File: src/rtl/rx_deserializer.sv
// UART RX deserializer: start/data/[parity]/stop shifter with a one-deep output buffer.
// Optional even-parity checking is compiled in with `define RX_PARITY_EN.
module rx_deserializer #(
  parameter int SIZE = 8
) (
  input  logic            i_clk,
  input  logic            i_rst,
  input  logic            i_rxd,
  input  logic            i_rxen,
  input  logic            i_bit_stb,
  output logic [SIZE-1:0] o_data_out,
  output logic            o_data_valid,
  input  logic            i_data_ready,
  output logic            o_frame_err,
  output logic            o_parity_err,
  output logic            o_overrun,
  output logic            o_rxrdy
);

  localparam int CW = $clog2(SIZE) + 1;

`ifdef RX_PARITY_EN
  typedef enum logic [1:0] {
    S_IDLE   = 2'd0,
    S_DATA   = 2'd1,
    S_STOP   = 2'd2,
    S_PARITY = 2'd3
  } state_t;
`else
  typedef enum logic [1:0] {
    S_IDLE = 2'd0,
    S_DATA = 2'd1,
    S_STOP = 2'd2
  } state_t;
`endif

  state_t          r_state;
  state_t          w_next;
  logic [SIZE-1:0] r_shift;
  logic [CW-1:0]   r_bit_cnt;
  logic            w_stb;
  logic            w_last;
  logic            w_start;
  logic            w_shift;
  logic            w_par_ld;
  logic            w_load;
  logic            w_xfer;
  logic            w_par_err;

  logic [SIZE-1:0] r_data;
  logic            r_valid;
  logic            r_ferr;
  logic            r_perr;
  logic            r_ovr;

  assign w_stb  = i_bit_stb & i_rxen;
  assign w_last = (r_bit_cnt == CW'(SIZE - 1));
  assign w_xfer = r_valid & i_data_ready;

  always_ff @(posedge i_clk or posedge i_rst) begin
    if (i_rst) r_state <= S_IDLE;
    else       r_state <= w_next;
  end

  // Any non-IDLE state drops the partial frame when RXEN falls.
  always_comb begin
    w_next = r_state;
    unique case (r_state)
      S_IDLE: begin
        if (w_stb && !i_rxd) w_next = S_DATA;
      end
      S_DATA: begin
        if (!i_rxen) w_next = S_IDLE;
`ifdef RX_PARITY_EN
        else if (i_bit_stb && w_last) w_next = S_PARITY;
`else
        else if (i_bit_stb && w_last) w_next = S_STOP;
`endif
      end
`ifdef RX_PARITY_EN
      S_PARITY: begin
        if (!i_rxen)        w_next = S_IDLE;
        else if (i_bit_stb) w_next = S_STOP;
      end
`endif
      S_STOP: begin
        if (!i_rxen)        w_next = S_IDLE;
        else if (i_bit_stb) w_next = S_IDLE;
      end
      default: w_next = S_IDLE;
    endcase
  end

  always_comb begin
    w_start  = 1'b0;
    w_shift  = 1'b0;
    w_par_ld = 1'b0;
    w_load   = 1'b0;
    unique case (r_state)
      S_IDLE:   w_start  = w_stb & ~i_rxd;
      S_DATA:   w_shift  = w_stb;
`ifdef RX_PARITY_EN
      S_PARITY: w_par_ld = w_stb;
`endif
      S_STOP:   w_load   = w_stb;
      default: ;
    endcase
  end

  always_ff @(posedge i_clk or posedge i_rst) begin
    if (i_rst) begin
      r_shift   <= '0;
      r_bit_cnt <= '0;
    end else if (w_start) begin
      r_bit_cnt <= '0;
    end else if (w_shift) begin
      r_shift   <= {i_rxd, r_shift[SIZE-1:1]};
      r_bit_cnt <= r_bit_cnt + CW'(1);
    end
  end

`ifdef RX_PARITY_EN
  logic r_par_err;
  always_ff @(posedge i_clk or posedge i_rst) begin
    if (i_rst)         r_par_err <= 1'b0;
    else if (w_par_ld) r_par_err <= (^r_shift) ^ i_rxd;
  end
  assign w_par_err = r_par_err;
`else
  assign w_par_err = 1'b0;
`endif

  // Load wins over transfer; overrun only when an unread word is lost.
  always_ff @(posedge i_clk or posedge i_rst) begin
    if (i_rst) begin
      r_data  <= '0;
      r_valid <= 1'b0;
      r_ferr  <= 1'b0;
      r_perr  <= 1'b0;
      r_ovr   <= 1'b0;
    end else if (w_load) begin
      r_data  <= r_shift;
      r_valid <= 1'b1;
      r_ferr  <= ~i_rxd;
      r_perr  <= w_par_err;
      r_ovr   <= r_valid & ~w_xfer;
    end else if (w_xfer) begin
      r_valid <= 1'b0;
      r_ovr   <= 1'b0;
    end
  end

  assign o_data_out   = r_data;
  assign o_data_valid = r_valid;
  assign o_frame_err  = r_ferr;
  assign o_parity_err = r_perr;
  assign o_overrun    = r_ovr;
  assign o_rxrdy      = r_valid;

endmodule

File: config.mk
export PLATFORM = sky130hd
export DESIGN_NAME = rx_deserializer
export DESIGN_NICKNAME = d
export VERILOG_FILES = /design/src/rtl/rx_deserializer.sv
export SDC_FILE = /design/constraint.sdc
export NUM_CORES = 1
export LEC_CHECK = 0
export CAP_MARGIN = 0
export CORE_MARGIN = 3
export CORE_UTILIZATION = 49
export DETAILED_ROUTE_END_ITERATION = 16
export HOLD_SLACK_MARGIN = 0.03
export PLACE_DENSITY = 0.73
export SLEW_MARGIN = 20
export SYNTH_ARGS = -nofsm -noshare
export SYNTH_HDL_FRONTEND = slang
export SYNTH_SLANG_ARGS = --single-unit
File: constraint.sdc
create_clock -name i_clk -period 1.8 [get_ports i_clk]
set_input_delay 0.36 -clock i_clk [delete_from_list [all_inputs] [get_ports i_clk]]
set_output_delay 0.36 -clock i_clk [all_outputs]
set_load 0.02 [all_outputs]
==> flow_metrics.tcl, run 1 <==
set metrics [dict create \
    synth.distinct_cells 23 \
    rrSetupSlack_ps 530 \
    via_per_inst 5.03 \
    dp_slack_ps 85.4 \
    place_congestion 0.708 \
    async_flop_share 1.00 \
    path_clk_slew_ps 140 \
    cp-start-kind "flip-flop" \
    dpl.hpwl_um 1280 \
    synth_area_um2 1050 \
    nets 124 \
    routed-via-count 720 \
    power_density_nw_per_um2 754 \
    die_h_um 52.3 \
    rows 16 \
    synth_common_cells "nand2_1 (28), dfrtp_1 (25), mux2_2 (8), o21ai_0 (6)" \
    dpl_cell_area_um2 1240 \
    synth_seq_cells 25 \
    setup_ws_ps 86.4 \
    die_w_um 52.3 \
    hp-class "in -> async" \
    period_needed_ps 1710 \
    clock_sinks 25 \
    instances_no_fill 143 \
    crit_family "buffers and inverters" \
    routedWlPerCell_um 12.2 \
    dr.pass1.iters 4 \
    rsz0062_at_grt "false" \
    grt-ovfl-total 0 \
    io_pins 19 \
    critical_path_required_ps 1440 \
    grt_pass1_vias 760 \
    min_period_over_period 0.952 \
    fmaxAchievable_mhz 584 \
    placed_cells 139 \
    yosysWarnings 0 \
    cp_slowest_stage_delay_ps 620 \
    critPathKind "reg -> out" \
    cp_max_fo 5 \
    leakage_uw 0.000621 \
    cts_tree "done" \
    vdd_ir_drop_max_v 0.000630 \
    synth_edf_count 0 \
    synth.most_common_cell "nand2_1" \
    cp-startpoint "o_data_valid" \
    hold_violations 0 \
    htreeDepth 1 \
    synth.largest_area_cell "dfrtp_1" \
    maxSlewViolCount 0 \
    skew_ps 12.0 \
    setup_viol 0 \
    fin_area_um2 1270 \
    clkLatencyLatePin_ps 310 \
    critPathArrivalTime_ps 1350 \
    drt_wl_total_um 1750 \
    cp_num_cells 1 \
    cts_hold_buf 0 \
    drc 0 \
    synthTopCellsByArea "dfrtp_1 (60%), nand2_1 (10%), mux2_2 (8.6%), o21ai_0 (2.9%), buf_4 (2.1%)" \
    worst_r2r_startpoint "r_state[1]" \
    grt_max_degree 26 \
    cts_setup_buffers 0 \
    cts-resized-gates 0 \
    antenna_found_initial 0 \
    io_buffers 17 \
    synth_top_flop_cell "dfrtp_1" \
    drive_above_1_share 0.138 \
    cap_violations 0 \
    numCtsBuffers 3 \
    cp-end-kind "primary output" \
    core_area_um2 2000 \
    ant_nets 0 \
    crit_slowest_cell "clkdlybuf4s50_1" \
    path_buf_inv 1 \
    r2r_end "r_bit_cnt[1]" \
    start_util 0.524 \
    path_cells "clkdlybuf4s50_1" \
    n_antenna_cell 0 \
    grtUsageTotal 0.154 \
    tns_ps 0 \
    seq_area_frac_synth 0.596 \
    reg2reg_depth 3 \
    syn2layout_area_growth_pct 21.3 \
    crit_path_end "o_data_valid" \
    synth_nets 104 \
    synthCells 97 \
    grt_pass1_wl_um 3170 \
    die_area_um2 2730 \
    yosysTopAreaCellShare 0.596 \
    root_buffer "clkbuf_4" \
    status "finished clean" \
    synth_area_per_cell_um2 10.8 \
    clock_path_buffers 2 \
    drt_iter0_drc 6 \
]
final cells by class:
cell class              count  area (um2)
fillers                   168         728
flip-flops and latches     25         626
multi-input cells          64         380
clock buffers               3        22.5
repair buffers             20         193
clock inverters             1        7.51
well taps                  27        33.8
inverters                   3        11.3
worst min-delay path by stage:
stage	cells after the start	to	slack, ps
finish	3	o_data_out[3]	370
global route	3	o_data_out[4]	380
CTS	3	o_data_out[1]	390
detailed placement	2	r_shift[0]	470
global placement	2	r_shift[0]	450
floorplan	1	o_data_out[0]	390
cell usage in the layout, fill, tap and decap left out, drive strengths merged, types with 2 or more instances in the layout:
cell type / count
clkdlybuf4s50: 17
mux2: 8
or3: 2
o21ai: 6
and4b: 2
inv: 3
buf: 3
nand4b: 2
a21oi: 3
dfrtp: 25
clkbuf: 3
nand2: 28
nand3b: 2
stage by stage:
step                hold slack (ps)  total power (uW)   util
floorplan                       387               693      -
global placement                455               725  0.621
detailed placement              465               729  0.621
CTS                             386               972  0.636
global route                    383              1020  0.636
finish                          373               960  0.636
sequential cells by signal, indices dropped and copies added (netlist names):
| register | cells |
|---|---|
| o_frame_err | 1 |
| r_state | 2 |
| o_overrun | 1 |
| o_data_out | 8 |
| r_shift | 8 |
| o_data_valid | 1 |
| r_bit_cnt | 4 |
routing by layer:
layer  vias up  track usage  wire [um]
met1       341        0.203        878
li1        363            -          -
met2        14        0.252        792
met5         -            0          0
met3         2       0.0313         65
met4         0       0.0511         10
logic make-up (layout without fill, tap and decap cells):
| logic type | Yosys count | in the layout | synth area share |
|---|---|---|---|
| other cells | 1 | 1 | 0.00357 |
| fa+ha+maj | 1 | 1 | 0.0119 |
| flops | 25 | 25 | 0.596 |
| compound gates | 12 | 12 | 0.0620 |
| mux | 9 | 9 | 0.0954 |
| simple gates | 41 | 41 | 0.190 |
| buf+inv | 8 | 27 | 0.0417 |
report_power, final:
group          total, uW  switching (uW)  internal [uW]
Combinational       82.2            46.1           36.1
Sequential           634            32.4            601
Clock                245             160           84.5
Total                960             239            722
(Power assumes the default switching activity.)
==> run 2, diff against run 1 <==
--- a/config.mk
+++ b/config.mk
@@ -7,10 +7,10 @@
 export LEC_CHECK = 0
 export CAP_MARGIN = 0
 export CORE_MARGIN = 3
-export CORE_UTILIZATION = 49
+export CORE_UTILIZATION = 29
 export DETAILED_ROUTE_END_ITERATION = 16
 export HOLD_SLACK_MARGIN = 0.03
-export PLACE_DENSITY = 0.73
+export PLACE_DENSITY = 0.47
 export SLEW_MARGIN = 20
 export SYNTH_ARGS = -nofsm -noshare
 export SYNTH_HDL_FRONTEND = slang
==> run 2 against run 1 <==
Compared with the run above:
- clock skew fell by 8.7 ps
- non-clock buffer count rose by 2
- critical path depth did not move
- largest power group unchanged
- global-route usage fell by 5.9 points
- sequential cell count did not move
- via count fell by 1.8%
- register-to-register slack improved by 20 ps
- hold slack improved by 19 ps
- sequential share of layout area fell by 1.3 points
- cell count rose by 15%
- largest cell class unchanged
- final area rose by 2.8%
==> flow_metrics.tcl, run 2 (same netlist as run 1, synthesis figures left out) <==
set metrics [dict create \
    status "finished clean" \
    rsz0062_at_grt "false" \
    hold_violations 0 \
    core_area_um2 3420 \
    drt_iter0_drc 9 \
    grt_max_degree 26 \
    setup_viol 0 \
    grt-ovfl-total 0 \
    cp_max_fo 5 \
    cp_slowest_stage_delay_ps 620 \
    n_antenna_cell 0 \
    dr.pass1.iters 4 \
    io_pins 19 \
    critical_path_required_ps 1440 \
    die_h_um 66.2 \
    final_common_cell "nand2_1" \
    cp-start-kind "flip-flop" \
    die_w_um 66.2 \
    placed_cells 160 \
    power_density_nw_per_um2 726 \
    maxSlewViolCount 0 \
    dpl_cell_area_um2 1280 \
    cts-resized-gates 0 \
    cts_tree "done" \
    path_clk_slew_ps 120 \
    crit_family "buffers and inverters" \
    min_period_over_period 0.945 \
    cts_hold_buf 0 \
    grt_pass1_wl_um 3220 \
    grtUsageTotal 0.0948 \
    start_util 0.307 \
    cts_setup_buffers 0 \
    clock_path_buffers 2 \
    num-fill-cells 336 \
    antenna_found_initial 0 \
    numCtsBuffers 3 \
    cp-end-kind "primary output" \
    path_cells "clkdlybuf4s50_1" \
    critPathKind "reg -> out" \
    drc 0 \
    syn2layout_area_growth_pct 24.7 \
    grt_pass1_vias 723 \
    critPathArrivalTime_ps 1340 \
    cap_violations 0 \
    place_congestion 0.780 \
    rows 21 \
    io_buffers 17 \
    fmaxAchievable_mhz 588 \
    hp-class "in -> async" \
    period_needed_ps 1700 \
    skew_ps 3.26 \
    clkLatencyLatePin_ps 300 \
    root_buffer "clkbuf_4" \
    leakage_uw 0.000631 \
    total_power_uw 950 \
    routed-via-count 707 \
    drt_wl_total_um 1770 \
    via_per_inst 4.31 \
    vdd_ir_drop_max_v 0.000281 \
    drive_above_1_share 0.144 \
    dpl.hpwl_um 1340 \
    whs_ps 392 \
    routedWlPerCell_um 10.8 \
    nets 126 \
    clock_sinks 25 \
    instances_no_fill 164 \
    crit_slowest_cell "clkdlybuf4s50_1" \
    die_area_um2 4380 \
    fin_area_um2 1310 \
    ant_nets 0 \
    htreeDepth 1 \
    path_buf_inv 1 \
    tns_ps 0 \
    final_cell_mix "nand2_1 (28), dfrtp_1 (25), clkdlybuf4s50_1 (17)" \
]
-- run 2: through the flow --
stage / worst slack (ps) / utilization
finish: 99.4 / 0.383
detailed placement: 103 / 0.375
global placement: 101 / 0.375
global route: 17.9 / 0.383
floorplan: 593 / -
CTS: 75.3 / 0.383
-- run 2: worst paths after layout --
kind                       cells past startpoint  slack [ps]            end          from
min in group i_clk                             2         500     r_shift[0]    r_shift[0]
hold reg to reg                                2         500     r_shift[0]    r_shift[0]
setup / recovery                               1         100   o_data_valid  o_data_valid
max in group asynchronous                      3        1170  o_data_out[5]         i_rst
hold / removal                                 3         390  o_data_out[1]         i_rst
setup reg to reg                               3         550  o_data_out[6]    r_state[0]
-- run 2: layout make-up --
| cell class | count | area [um2] | area share |
|---|---|---|---|
| clock buffers | 4 | 26.3 | 0.0201 |
| inverters | 3 | 11.3 | 0.00860 |
| multi-input cells | 64 | 380 | 0.291 |
| flip-flops and latches | 25 | 626 | 0.478 |
| well taps | 46 | 57.6 | 0.0440 |
| repair buffers | 22 | 208 | 0.159 |
-- run 2: tightest hold or removal path, stage by stage --
cell             delay [ps]
clkdlybuf4s50_1         400
inv_1                    50
buf_4                   290
-- run 2: power breakdown --
group / switching, uW / internal [uW] / total [uW]
clock network: 147 / 86.2 / 233
registers: 32.3 / 601 / 634
logic: 46.9 / 36.8 / 83.7
total: 226 / 724 / 950
-- run 2: metal layers --
layer | global-route usage | vias to the layer above | wire length [um]
li1 | - | 366 | -
met1 | 0.136 | 327 | 863
met2 | 0.145 | 12 | 821
met3 | 0.0153 | 2 | 73
met4 | 0.0305 | 0 | 13
met5 | 0 | - | 0
==> run 3, diff against run 2 <==
--- a/config.mk
+++ b/config.mk
@@ -7,10 +7,10 @@
 export LEC_CHECK = 0
 export CAP_MARGIN = 0
 export CORE_MARGIN = 3
-export CORE_UTILIZATION = 29
+export CORE_UTILIZATION = 35
 export DETAILED_ROUTE_END_ITERATION = 16
 export HOLD_SLACK_MARGIN = 0.03
-export PLACE_DENSITY = 0.47
+export PLACE_DENSITY = 0.55
 export SLEW_MARGIN = 20
 export SYNTH_ARGS = -nofsm -noshare
 export SYNTH_HDL_FRONTEND = slang
==> run 3 against run 2 <==
Compared with the run above:
- die area shrank 16%
- fmax decreased by 2.0%
- cell count is 9.8% lower
- clock skew is 5.5 ps higher
- hold slack worse by 28 ps
- critical path type unchanged
==> flow_metrics.tcl, run 3 (same netlist as run 1, synthesis figures left out) <==
set metrics [dict create \
    cp-startpoint "o_data_valid" \
    cap_violations 0 \
    period_needed_ps 1740 \
    status "finished clean" \
    drc 0 \
    r2r_end "o_data_out[6]" \
    maxSlewViolCount 0 \
    syn2layout_area_growth_pct 22.3 \
    grt-ovfl-total 0 \
    place_congestion 0.805 \
    cts_hold_buf 0 \
    ant_nets 0 \
    drt_iter0_drc 23 \
    grt_pass1_vias 725 \
    grt_max_degree 26 \
    die_h_um 60.8 \
    antenna_found_initial 0 \
    num-fill-cells 285 \
    worst_r2r_startpoint "r_state[0]" \
    leakage_uw 0.000629 \
    path_cells "clkdlybuf4s50_1" \
    htreeDepth 1 \
    rrSetupSlack_ps 560 \
    cp-end-kind "primary output" \
    clock_sinks 25 \
    clkLatencyLatePin_ps 320 \
    cp-start-kind "flip-flop" \
    fin_util 0.458 \
    routedWlPerCell_um 12.3 \
    rows 19 \
    swShare 0.255 \
    critical_path_required_ps 1440 \
    dpl.hpwl_um 1290 \
    reg2reg_depth 3 \
    hold_violations 0 \
    vdd_ir_drop_max_v 0.000325 \
    hp-class "in -> async" \
    setup_viol 0 \
    p_int_uw 720 \
    cts_setup_buffers 0 \
    rsz0062_at_grt "false" \
    numCtsBuffers 3 \
    pwr-share-comb 0.084 \
    power.switching_uw 246 \
    critPathArrivalTime_ps 1380 \
    nets 125 \
    io_buffers 17 \
    dr.pass1.iters 4 \
    n_antenna_cell 0 \
    start_util 0.374 \
    dp_slack_ps 110 \
    setup_ws_ps 64.7 \
    cts_tree "done" \
    tns_ps 0 \
    drt_wl_total_um 1830 \
    root_buffer "clkbuf_4" \
    final_common_cell "nand2_1" \
    critPathKind "reg -> out" \
    crit_slowest_cell "clkdlybuf4s50_1" \
    routed-via-count 739 \
    grtUsageTotal 0.114 \
    path_clk_slew_ps 140 \
    clock_path_buffers 2 \
    cp_slowest_stage_delay_ps 620 \
    clkPwrFrac 0.261 \
    die_w_um 60.8 \
    path_buf_inv 1 \
    cts-resized-gates 0 \
    power_density_nw_per_um2 753 \
    min_period_over_period 0.964 \
    skew_ps 8.79 \
    die_area_um2 3690 \
    drive_above_1_share 0.145 \
    grt_pass1_wl_um 3120 \
    via_per_inst 4.99 \
    core_area_um2 2810 \
    sequentialPowerShare 0.655 \
    io_pins 19 \
    final_cell_mix "nand2_1 (28), dfrtp_1 (25), clkdlybuf4s50_1 (17)" \
    crit_family "buffers and inverters" \
    cp_max_fo 5 \
    fmaxAchievable_mhz 576 \
]
[run 3: worst min-delay path, cell delays in order]
cell	delay, ps
clkdlybuf4s50_1	390
inv_1	50
buf_4	300
[run 3: worst max path at each step]
stage	to	slack (ps)	cells past startpoint
floorplan	o_data_out[0]	590	3
global placement	o_data_out[6]	140	4
detailed placement	o_data_out[6]	110	4
CTS	o_rxrdy	40	1
global route	o_data_valid	3	1
finish	o_data_valid	60	1
[run 3: layout make-up]
type	count	area (um2)	share of cell area
clock buffers	3	22.5	0.0175
clock inverters	1	5.00	0.00390
inverters	3	11.3	0.00877
multi-input cells	64	380	0.296
flip-flops and latches	25	626	0.487
well taps	31	38.8	0.0302
repair buffers	21	200	0.156
[run 3: power groups by stage]
| stage | registers (uW) | clock network (uW) | logic (uW) |
|---|---|---|---|
| finish | 634 | 252 | 80.9 |
| CTS | 634 | 265 | 83.4 |
| floorplan | 636 | 0 | 57.4 |
| global route | 641 | 278 | 97.3 |
| detailed placement | 645 | 0 | 83.1 |
| global placement | 645 | 0 | 81.1 |
[run 3: routing by layer]
layer	vias up	track usage	wire length [um]
met3	2	0.0255	72
met1	361	0.140	891
met5	-	0	0
met2	14	0.189	849
met4	0	0.0557	13
li1	362	-	-
[run 3: metrics by stage]
step	hold slack, ps	cell area, um2	cells	total power (uW)
6_report	364	1280	148	967
5_1_grt	399	1280	148	1020
4_1_cts	370	1280	148	983
3_5_place_dp	470	1260	144	728
3_3_place_gp	464	1260	144	726
2_1_floorplan	387	1050	97	693
